$ cat src/rtl/mem_channel_arbiter_if.sv
// Two-channel request/response bus plus the shared memory port of mem_channel_arbiter.
// slave = arbiter view, master = accelerator/memory-model view.
interface mem_channel_arbiter_if #(
  parameter int ADDR_W = 7,
  parameter int DATA_W = 8,
  parameter int SIZE_W = 4
);
  logic [1:0]          req_oe;
  logic [1:0]          req_we;
  logic [2*ADDR_W-1:0] req_addr;
  logic [2*DATA_W-1:0] req_wdata;
  logic [2*SIZE_W-1:0] req_size;
  logic [2*DATA_W-1:0] rsp_rdata;
  logic [1:0]          rsp_rdy;
  logic                mem_oe;
  logic                mem_we;
  logic [ADDR_W-1:0]   mem_addr;
  logic [DATA_W-1:0]   mem_wdata;
  logic [SIZE_W-1:0]   mem_size;
  logic [DATA_W-1:0]   mem_rdata;
  logic                err_conflict;

  modport slave (
    input  req_oe, req_we, req_addr, req_wdata, req_size, mem_rdata,
    output rsp_rdata, rsp_rdy, mem_oe, mem_we, mem_addr, mem_wdata, mem_size, err_conflict
  );

  modport master (
    output req_oe, req_we, req_addr, req_wdata, req_size, mem_rdata,
    input  rsp_rdata, rsp_rdy, mem_oe, mem_we, mem_addr, mem_wdata, mem_size, err_conflict
  );
endinterface

$ cat src/rtl/mem_channel_arbiter.sv
// Round-robin arbiter sharing one fixed-latency byte memory between two level-held channels.
// Read completes READ_LAT+2 cycles after grant, write WRITE_LAT+1; a losing channel simply stays pending.
module mem_channel_arbiter #(
  parameter int ADDR_W    = 7,
  parameter int DATA_W    = 8,
  parameter int SIZE_W    = 4,
  parameter int READ_LAT  = 2,
  parameter int WRITE_LAT = 1
) (
  input logic                  clock,
  input logic                  reset,
  mem_channel_arbiter_if.slave bus
);
  localparam int CNT_W = 8;

  typedef enum logic [1:0] {IDLE, ISSUE, WAIT, DONE} state_t;

  state_t              state_q, state_d;
  logic                ptr_q, ptr_d;
  logic                gnt_q, gnt_d;
  logic                wr_q, wr_d;
  logic [SIZE_W-1:0]   size_q, size_d;
  logic [CNT_W-1:0]    cnt_q, cnt_d;
  logic                mem_oe_q, mem_oe_d;
  logic                mem_we_q, mem_we_d;
  logic [ADDR_W-1:0]   mem_addr_q, mem_addr_d;
  logic [DATA_W-1:0]   mem_wdata_q, mem_wdata_d;
  logic [SIZE_W-1:0]   mem_size_q, mem_size_d;
  logic [2*DATA_W-1:0] rsp_rdata_q, rsp_rdata_d;
  logic [1:0]          rsp_rdy_q, rsp_rdy_d;
  logic                err_q, err_d;

  logic [1:0]          vld;
  logic                pick;
  logic [ADDR_W-1:0]   sel_addr;
  logic [DATA_W-1:0]   sel_wdata;
  logic [SIZE_W-1:0]   sel_size;
  logic [DATA_W-1:0]   rd_masked;

  // Size counts bits; anything at or above DATA_W naturally yields all ones.
  function automatic logic [DATA_W-1:0] size_mask(input logic [SIZE_W-1:0] sz);
    logic [DATA_W-1:0] m;
    for (int i = 0; i < DATA_W; i++) m[i] = (i < int'(sz));
    return m;
  endfunction

  always_comb begin
    vld       = bus.req_oe ^ bus.req_we;
    pick      = (vld == 2'b11) ? ptr_q : vld[1];
    sel_addr  = pick ? bus.req_addr[2*ADDR_W-1:ADDR_W]  : bus.req_addr[ADDR_W-1:0];
    sel_wdata = pick ? bus.req_wdata[2*DATA_W-1:DATA_W] : bus.req_wdata[DATA_W-1:0];
    sel_size  = pick ? bus.req_size[2*SIZE_W-1:SIZE_W]  : bus.req_size[SIZE_W-1:0];
    rd_masked = bus.mem_rdata & size_mask(size_q);

    state_d     = state_q;
    ptr_d       = ptr_q;
    gnt_d       = gnt_q;
    wr_d        = wr_q;
    size_d      = size_q;
    cnt_d       = cnt_q;
    rsp_rdata_d = rsp_rdata_q;
    err_d       = err_q;
    mem_oe_d    = 1'b0;
    mem_we_d    = 1'b0;
    mem_addr_d  = '0;
    mem_wdata_d = '0;
    mem_size_d  = '0;
    rsp_rdy_d   = 2'b00;

    case (state_q)
      IDLE: begin
        err_d = err_q | (|(bus.req_oe & bus.req_we));
        if (|vld) begin
          gnt_d       = pick;
          wr_d        = bus.req_we[pick];
          size_d      = sel_size;
          mem_oe_d    = ~bus.req_we[pick];
          mem_we_d    = bus.req_we[pick];
          mem_addr_d  = sel_addr;
          mem_size_d  = sel_size;
          mem_wdata_d = bus.req_we[pick] ? (sel_wdata & size_mask(sel_size)) : '0;
          state_d     = ISSUE;
        end
      end
      ISSUE: begin
        if (wr_q) begin
          // A single-cycle write completes straight out of ISSUE to hit the C+WRITE_LAT+1 slot.
          if (WRITE_LAT > 1) begin
            cnt_d   = CNT_W'(WRITE_LAT - 2);
            state_d = WAIT;
          end else begin
            rsp_rdy_d[gnt_q] = 1'b1;
            state_d          = DONE;
          end
        end else begin
          cnt_d   = CNT_W'(READ_LAT - 1);
          state_d = WAIT;
        end
      end
      WAIT: begin
        if (cnt_q == '0) begin
          rsp_rdy_d[gnt_q] = 1'b1;
          if (!wr_q) begin
            if (gnt_q) rsp_rdata_d[2*DATA_W-1:DATA_W] = rd_masked;
            else       rsp_rdata_d[DATA_W-1:0]        = rd_masked;
          end
          state_d = DONE;
        end else begin
          cnt_d = cnt_q - CNT_W'(1);
        end
      end
      DONE: begin
        ptr_d   = ~gnt_q;
        state_d = IDLE;
      end
      default: state_d = IDLE;
    endcase
  end

  always_ff @(posedge clock or negedge reset) begin
    if (!reset) begin
      state_q     <= IDLE;
      ptr_q       <= 1'b0;
      gnt_q       <= 1'b0;
      wr_q        <= 1'b0;
      size_q      <= '0;
      cnt_q       <= '0;
      mem_oe_q    <= 1'b0;
      mem_we_q    <= 1'b0;
      mem_addr_q  <= '0;
      mem_wdata_q <= '0;
      mem_size_q  <= '0;
      rsp_rdata_q <= '0;
      rsp_rdy_q   <= 2'b00;
      err_q       <= 1'b0;
    end else begin
      state_q     <= state_d;
      ptr_q       <= ptr_d;
      gnt_q       <= gnt_d;
      wr_q        <= wr_d;
      size_q      <= size_d;
      cnt_q       <= cnt_d;
      mem_oe_q    <= mem_oe_d;
      mem_we_q    <= mem_we_d;
      mem_addr_q  <= mem_addr_d;
      mem_wdata_q <= mem_wdata_d;
      mem_size_q  <= mem_size_d;
      rsp_rdata_q <= rsp_rdata_d;
      rsp_rdy_q   <= rsp_rdy_d;
      err_q       <= err_d;
    end
  end

  assign bus.mem_oe       = mem_oe_q;
  assign bus.mem_we       = mem_we_q;
  assign bus.mem_addr     = mem_addr_q;
  assign bus.mem_wdata    = mem_wdata_q;
  assign bus.mem_size     = mem_size_q;
  assign bus.rsp_rdata    = rsp_rdata_q;
  assign bus.rsp_rdy      = rsp_rdy_q;
  assign bus.err_conflict = err_q;
endmodule

$ cat src/flat_wrapper.sv
// flat-port wrapper written by rule: the top's interface ports become plain ports
module mem_channel_arbiter_flat 
#(
  parameter int ADDR_W    = 7,
  parameter int DATA_W    = 8,
  parameter int SIZE_W    = 4,
  parameter int READ_LAT  = 2,
  parameter int WRITE_LAT = 1
)
  (clock, reset, bus_req_oe, bus_req_we, bus_req_addr, bus_req_wdata, bus_req_size, bus_mem_rdata, bus_rsp_rdata, bus_rsp_rdy, bus_mem_oe, bus_mem_we, bus_mem_addr, bus_mem_wdata, bus_mem_size, bus_err_conflict);
  mem_channel_arbiter_if #(.ADDR_W(ADDR_W), .DATA_W(DATA_W), .SIZE_W(SIZE_W)) bus_i ();
  input logic clock;
  input logic reset;
  input wire logic [$bits(bus_i.req_oe)-1:0] bus_req_oe;
  input wire logic [$bits(bus_i.req_we)-1:0] bus_req_we;
  input wire logic [$bits(bus_i.req_addr)-1:0] bus_req_addr;
  input wire logic [$bits(bus_i.req_wdata)-1:0] bus_req_wdata;
  input wire logic [$bits(bus_i.req_size)-1:0] bus_req_size;
  input wire logic [$bits(bus_i.mem_rdata)-1:0] bus_mem_rdata;
  output wire logic [$bits(bus_i.rsp_rdata)-1:0] bus_rsp_rdata;
  output wire logic [$bits(bus_i.rsp_rdy)-1:0] bus_rsp_rdy;
  output wire logic [$bits(bus_i.mem_oe)-1:0] bus_mem_oe;
  output wire logic [$bits(bus_i.mem_we)-1:0] bus_mem_we;
  output wire logic [$bits(bus_i.mem_addr)-1:0] bus_mem_addr;
  output wire logic [$bits(bus_i.mem_wdata)-1:0] bus_mem_wdata;
  output wire logic [$bits(bus_i.mem_size)-1:0] bus_mem_size;
  output wire logic [$bits(bus_i.err_conflict)-1:0] bus_err_conflict;
  assign bus_i.req_oe = bus_req_oe;
  assign bus_i.req_we = bus_req_we;
  assign bus_i.req_addr = bus_req_addr;
  assign bus_i.req_wdata = bus_req_wdata;
  assign bus_i.req_size = bus_req_size;
  assign bus_i.mem_rdata = bus_mem_rdata;
  assign bus_rsp_rdata = bus_i.rsp_rdata;
  assign bus_rsp_rdy = bus_i.rsp_rdy;
  assign bus_mem_oe = bus_i.mem_oe;
  assign bus_mem_we = bus_i.mem_we;
  assign bus_mem_addr = bus_i.mem_addr;
  assign bus_mem_wdata = bus_i.mem_wdata;
  assign bus_mem_size = bus_i.mem_size;
  assign bus_err_conflict = bus_i.err_conflict;
  mem_channel_arbiter #(.ADDR_W(ADDR_W), .DATA_W(DATA_W), .SIZE_W(SIZE_W), .READ_LAT(READ_LAT), .WRITE_LAT(WRITE_LAT)) u_core (.clock(clock), .reset(reset), .bus(bus_i));
endmodule
$ cat config.mk
export PLATFORM = sky130hd
export DESIGN_NAME = mem_channel_arbiter_flat
export DESIGN_NICKNAME = d
export VERILOG_FILES = /design/src/rtl/mem_channel_arbiter_if.sv /design/src/rtl/mem_channel_arbiter.sv /design/src/flat_wrapper.sv
export SDC_FILE = /design/constraint.sdc
export NUM_CORES = 1
export LEC_CHECK = 0
export CORE_MARGIN = 4
export CORE_UTILIZATION = 38
export CTS_CLUSTER_SIZE = 20
export DETAILED_ROUTE_END_ITERATION = 6
export HOLD_SLACK_MARGIN = 0.05
export PLACE_DENSITY = 0.78
export REMOVE_ABC_BUFFERS = 1
export SETUP_SLACK_MARGIN = 0.3
export SYNTH_ARGS = -nofsm -noshare
export SYNTH_HDL_FRONTEND = slang
export SYNTH_SLANG_ARGS = --single-unit
$ cat constraint.sdc
create_clock -name clock -period 3.2 [get_ports clock]
set_input_delay 0.64 -clock clock [delete_from_list [all_inputs] [get_ports clock]]
set_output_delay 0.64 -clock clock [all_outputs]
set_load 0.05 [all_outputs]
# Yosys cells after proc, flatten, opt, wreduce, memory -nomap -nowiden
# Index checks and enable logic that the tools add are counted.
[totals] regBits=57 out_inout_bits=40
[op_classes] add_sub_neg=1 order_cmp=19 eq_ne=8 muxes=29 bitwise=8 n_reduce_logical=11
[op_table] cell="$mux W8" count=6
[op_table] cell="$lt A3 B4 Y1 const A" count=8
[op_table] cell="$mux W7" count=3
[op_table] cell="$and A8 B8 Y8" count=2
[op_table] cell="$lt A1 B4 Y1 const A" count=4
[op_table] cell="$lt A2 B4 Y1 const A" count=4
[op_table] cell="$pmux W8 S2" count=1
[op_table] cell="$mux W4" count=3
[op_table] cell="$mux W1" count=9
[op_table] cell="$logic_not A8 Y1" count=1
[op_table] cell="$mux W2" count=4
[op_table] cell="$pmux W2 S4" count=1
[op_table] cell="$reduce_and A4 Y1" count=2
[op_table] cell="$sub A8 B1 Y8 const B" count=1
[op_table] cell="$eq A2 B2 Y1 const B" count=3
[op_table] cell="$lt A1 B2 Y1 const B" count=2
[op_table] cell="$ne A2 B1 Y1 const B" count=2
[op_table] cell="$ne A2 B2 Y1 const B" count=2
[op_table] cell="$pmux W2 S2" count=1
[op_table] cell="$reduce_and A2 Y1" count=2
[op_table] cell="$reduce_or A2 Y1" count=2
[op_table] cell="$not A1 Y1" count=3
[op_table] cell="$reduce_and A3 Y1" count=1
[op_table] cell="$and A2 B2 Y2" count=1
[op_table] cell="8 further kinds" count=8

# Depth between registers and ports, before layout
[logic_depth] depth_word=9 mapped_depth=7 ltp_nobuf=6

# Worst setup path after synthesis
# Ideal clock, no wire load.
[synth_timing] path_type="register to register" from="reg u_core.cnt_q[0]" to="reg u_core.rsp_rdata_q[10] (netlist: u_core.bus.rsp_rdata[10])" setup_time_ps=125 arrival_time_ps=2264 t_required_ps=3075 path_slack_ps=811 stages_incl_launch_ff=8 path_buffers=1 path_cell_list="dfrtp_1 > inv_1 > ha_1 > or4b_4 > or3_4 > or3b_1 > buf_6 > mux2_4"
[synth_via] elab_chain_len=2
[synth_lines] element="from (decl)" line="mem_channel_arbiter.sv:23" text="logic [CNT_W-1:0] cnt_q, cnt_d;"
[synth_lines] element="from (signal assigned)" line="mem_channel_arbiter.sv:142" text="cnt_q <= cnt_d;"
[synth_lines] element="$logic_not A8 Y1" line="mem_channel_arbiter.sv:101" text="if (cnt_q == '0) begin"
[synth_lines] element="$reduce_and A4 Y1 (no source line)"
[synth_lines] element="to (signal assigned)" line="mem_channel_arbiter.sv:148" text="rsp_rdata_q <= rsp_rdata_d;"
[synth_lines] element="to (decl)" line="mem_channel_arbiter.sv:29" text="logic [2*DATA_W-1:0] rsp_rdata_q, rsp_rdata_d;"
# Every way passes these cells.
# A chain may end at the register's enable or synchronous reset.

# Final worst setup path
[layout_timing] from="reg u_core.cnt_q[0]" to="reg u_core.rsp_rdata_q[13] (netlist: u_core.bus.rsp_rdata[13])"
# The elaborated chain is that of the path after synthesis.

==> summary by stage <==
Run status
The run finished with clean final reports.

Synth
The number of distinct standard cells referenced by the synthesized netlist is 44. The number of synthesized register bits is 57. Of the post-synthesis cell area, the dominant cell type holds between 50% and 60%. The sequential fraction of the synthesis area is between 50% and 60%.

The cell area after synthesis is 2710 um^2. The prevailing post-synth register cell is sky130_fd_sc_hd__dfrtp_1. The count of yosys warnings during synthesis is 0. The fraction of registers with async set/reset is 100%. After synthesis, the cell types taking the most area are sky130_fd_sc_hd__dfrtp_1 (53%), sky130_fd_sc_hd__mux2i_1 (5.5%), sky130_fd_sc_hd__mux2_2 (4.6%). Each instance of the synthesized netlist takes up on average 11.2 um^2. The dominant cell type by area after synthesis is sky130_fd_sc_hd__dfrtp_1. By count the netlist is led by sky130_fd_sc_hd__dfrtp_1 (57), sky130_fd_sc_hd__nand2_1 (30), sky130_fd_sc_hd__mux2i_1 (15). The cell count after synthesis is 242.

The number of enable-type register cells in the synthesized netlist is 0. By instance count, the leading cell after synthesis is sky130_fd_sc_hd__dfrtp_1.

Route
For this run, design rule violations remaining after detail routing come to 0. The routed via count is 2184. The sum of routed wire length over all layers is 6470 um. Dividing the detail-routed wire length by the instance count gives 14.7 um. The number of search-and-repair iterations in the first detailed-routing pass is 4.

Dividing the detail-routed via count by the number of cells gives 4.95. The DRC marker count from the first detailed-route iteration is ~100. In this run the remaining antenna-violating nets after routing total 0.

STA
The slew at the pin closest to its max-slew limit is 0.722 ns. The final-report hold violation count came to 0. Setup slack closes at about 0.56 ns. The max-slew violation total from the final report was 0. The final worst-path cycle share is between 80 and 90%. On the final layout, the worst clock skew is roughly 0.0083 ns.

The final critical path time including I/O delays and setup is 2.64 ns. Hold timing on the final database bottoms out at a slack of 0.439 ns. The total of endpoints with negative setup slack in the final report is 0. Derived from the worst setup path, the maximum achievable clock frequency is 379 MHz.

The relative max-transition margin is 51.9%. Setup repair after global routing left no endpoint under its margin. Adding up every negative setup slack in the final design gives 0 ns.

Place
The count of buffers from port buffering is 91. Before CTS, the worst setup slack after placement is 0.298 ns. Detailed placement finished with a half-perimeter wire length of 4780 um.

At the end of routability-driven placement, the weighted congestion stood at approximately 0.77. The placed instances occupy a cell area of 3740 um^2.

Pwr
Dividing total power by cell area gives a power density of about 860 nW/um^2. Net switching is 43.0% of the power. Combinational cells account for between 40% and 50% of the total power.

The cell-internal power is 1.94 mW. The clock network accounts for about a fifth of the total power. Summed over all cells, the static leakage comes to 1.78 nW. The part of the total power dissipated in sequential elements is 32.8%.

For this design the total switching power over the nets is 1.46 mW. The worst-case IR drop observed on VDD is 385 uV.

Global routing
The total overflow left after global routing is 0. The via count of the first global-routing pass is 2088. The initial antenna violation count was 0. The pin count of the biggest net entering global routing is 58.

The aggregate global-route resource usage is 15.6%. The first global-routing pass estimated 10300 um of wire.

Clock tree
The deepest level of the CTS H-tree is 3. After clock tree synthesis, the clock-pin slew on the worst setup and hold paths is around 0.060 ns. The number of clock buffers added by TritonCTS is 9. The TritonCTS clock tree is built. Hold repair after CTS inserted 0 buffers. The tree is rooted in a sky130_fd_sc_hd__clkbuf_8.

The tree built by TritonCTS fans out to 57 sinks. The clock insertion delay at the later pin of the skew report is roughly 0.34 ns. The number of resized instances in the post-cts repair step is 0. The maximum buffer depth of the clock tree is 2. Post-CTS timing repair inserted 0 buffers for setup.

Worst hold path
The class of the most critical hold timing path is input port to async pin.

Cells and area
After filler insertion, the fill cell instance count of the layout stands at 597. 0 antenna diodes ended up in the layout. The area growth from synthesis to layout is 45.0%. Summing all non-filler instances in the final layout gives an area of roughly 3900 um^2. The fraction of final layout cells sized beyond drive strength 1 is a little over an eighth. The net total in the final layout is 400.

Floorplan
The number of cell rows is 30. The effective utilization at floorplan is roughly two fifths. between 90 and 100 I/O pins were placed. The die is just over 90 um wide. The die is 92.5 um tall.

The die footprint is 8550 um^2. The core region is 6870 um^2.

Critical path
The worst register-to-register path has a depth of 6. The critical path data required time is approximately 3.4 ns. STA classifies the critical path endpoint as a flop. The sort of element at the start of the critical path is a flop.

The worst register-to-register path ends at u_core.bus.rsp_rdata[13]. The category of the critical setup timing path is flop to flop. The arrival time at the worst endpoint is 2.86 ns. The worst register-to-register path has a setup slack of roughly 0.56 ns. The worst register-to-register path begins at u_core.cnt_q[0].

The highest net fanout along the worst path is 8.

Job
The max-capacitance violation count is 0.
==> worst max-delay path, cell delays in order, from the launching register on <==
cell and delay [ns]:
sky130_fd_sc_hd__dfrtp_1 0.40, sky130_fd_sc_hd__inv_1 0.08, sky130_fd_sc_hd__ha_1 0.17, sky130_fd_sc_hd__or4b_4 0.49
sky130_fd_sc_hd__or3_4 0.41, sky130_fd_sc_hd__or3b_1 0.60, sky130_fd_sc_hd__mux2_4 0.38
==> power groups by stage <==
stage | combinational [mW] | clock [mW] | sequential, mW
final | 1.62 | 0.665 | 1.11
after global routing | 1.74 | 0.712 | 1.15
after CTS | 1.63 | 0.682 | 1.11
after detailed placement | 1.62 | 0 | 1.13
after global placement | 1.60 | 0 | 1.12
after floorplan | 0.660 | 0 | 1.54
==> metrics by stage <==
step | utilization [%] | power [mW] | instances
after detailed placement | 54.4 | 2.75 | 425
final | 57.2 | 3.39 | 441
after CTS | 57.2 | 3.43 | 441
after global placement | 54.4 | 2.71 | 425
after floorplan | - | 2.20 | 233
after global routing | 57.2 | 3.60 | 441
==> cells by family (layout without fill, tap and decap cells) <==
family                   count (synthesis)  count (layout)  synth area share, %
flip-flops                              57              57                 52.6
buffers and inverters                   19             122                 2.95
AO/OA/AOI/OAI                           58              58                 14.1
multiplexers                            34              34                 14.5
AND/OR/NAND/NOR                         66              66                 12.1
adder cells (fa/ha/maj)                  8               8                 3.69
==> flip-flops by register name, indices dropped and copies added, names as in the netlist <==
register and count:
u_core.bus.err_conflict 1, u_core.bus.mem_addr 7, u_core.bus.mem_oe 1, u_core.bus.mem_size 4
u_core.bus.mem_wdata 8, u_core.bus.mem_we 1, u_core.bus.rsp_rdata 16, u_core.bus.rsp_rdy 2
u_core.cnt_q 8, u_core.gnt_q 1, u_core.ptr_q 1, u_core.size_q 4
u_core.state_q 2, u_core.wr_q 1
==> metal layers <==
layer | part of all wire [%] | vias up | global-route usage [%]
li1 | - | 1067 | -
met1 | 44 | 1027 | 19.6
met2 | 44 | 78 | 23.1
met3 | 9.1 | 12 | 5.12
met4 | 2.6 | 0 | 9.78
met5 | 0 | - | 0
==> worst max path at each step <==
stage	from	to	slack [ns]	depth (start not counted)
floorplan	bus_req_we[0]	u_core.bus.mem_wdata[4]	0.18	5
global placement	bus_req_we[0]	u_core.bus.mem_wdata[4]	0.42	6
detailed placement	bus_req_we[0]	u_core.bus.mem_wdata[5]	0.30	6
CTS	u_core.cnt_q[0]	u_core.bus.rsp_rdata[11]	0.53	6
global route	bus_req_we[0]	u_core.bus.mem_wdata[5]	0.38	7
finish	u_core.cnt_q[0]	u_core.bus.rsp_rdata[13]	0.56	6
==> layout make-up <==
cell class	instances	area, um^2	area share, %
Sequential cell	57	1430	36.3
Multi-Input combinational cell	166	1210	30.7
Timing Repair Buffer	96	943	24.0
Clock buffer	9	124	3.15
Tap cell	96	120	3.06
Clock inverter	7	71.3	1.81
Inverter	10	37.5	0.955
==> placed cells by master, fill, tap and decap left out, types with 4 or more instances in the layout <==
master                             n
sky130_fd_sc_hd__buf_4             5
sky130_fd_sc_hd__nand2b_1          4
sky130_fd_sc_hd__a211oi_1          6
sky130_fd_sc_hd__clkbuf_8          9
sky130_fd_sc_hd__o21ai_0          12
sky130_fd_sc_hd__nor2_1           11
sky130_fd_sc_hd__o21a_1            4
sky130_fd_sc_hd__mux2_4            8
sky130_fd_sc_hd__nand2_1          30
sky130_fd_sc_hd__inv_1            10
sky130_fd_sc_hd__dfrtp_1          57
sky130_fd_sc_hd__mux2i_1          15
sky130_fd_sc_hd__mux2_2           11
sky130_fd_sc_hd__a21oi_1          12
sky130_fd_sc_hd__clkdlybuf4s50_1  90
sky130_fd_sc_hd__ha_1              8
No activity file was read; power rests on OpenSTA's default activity.
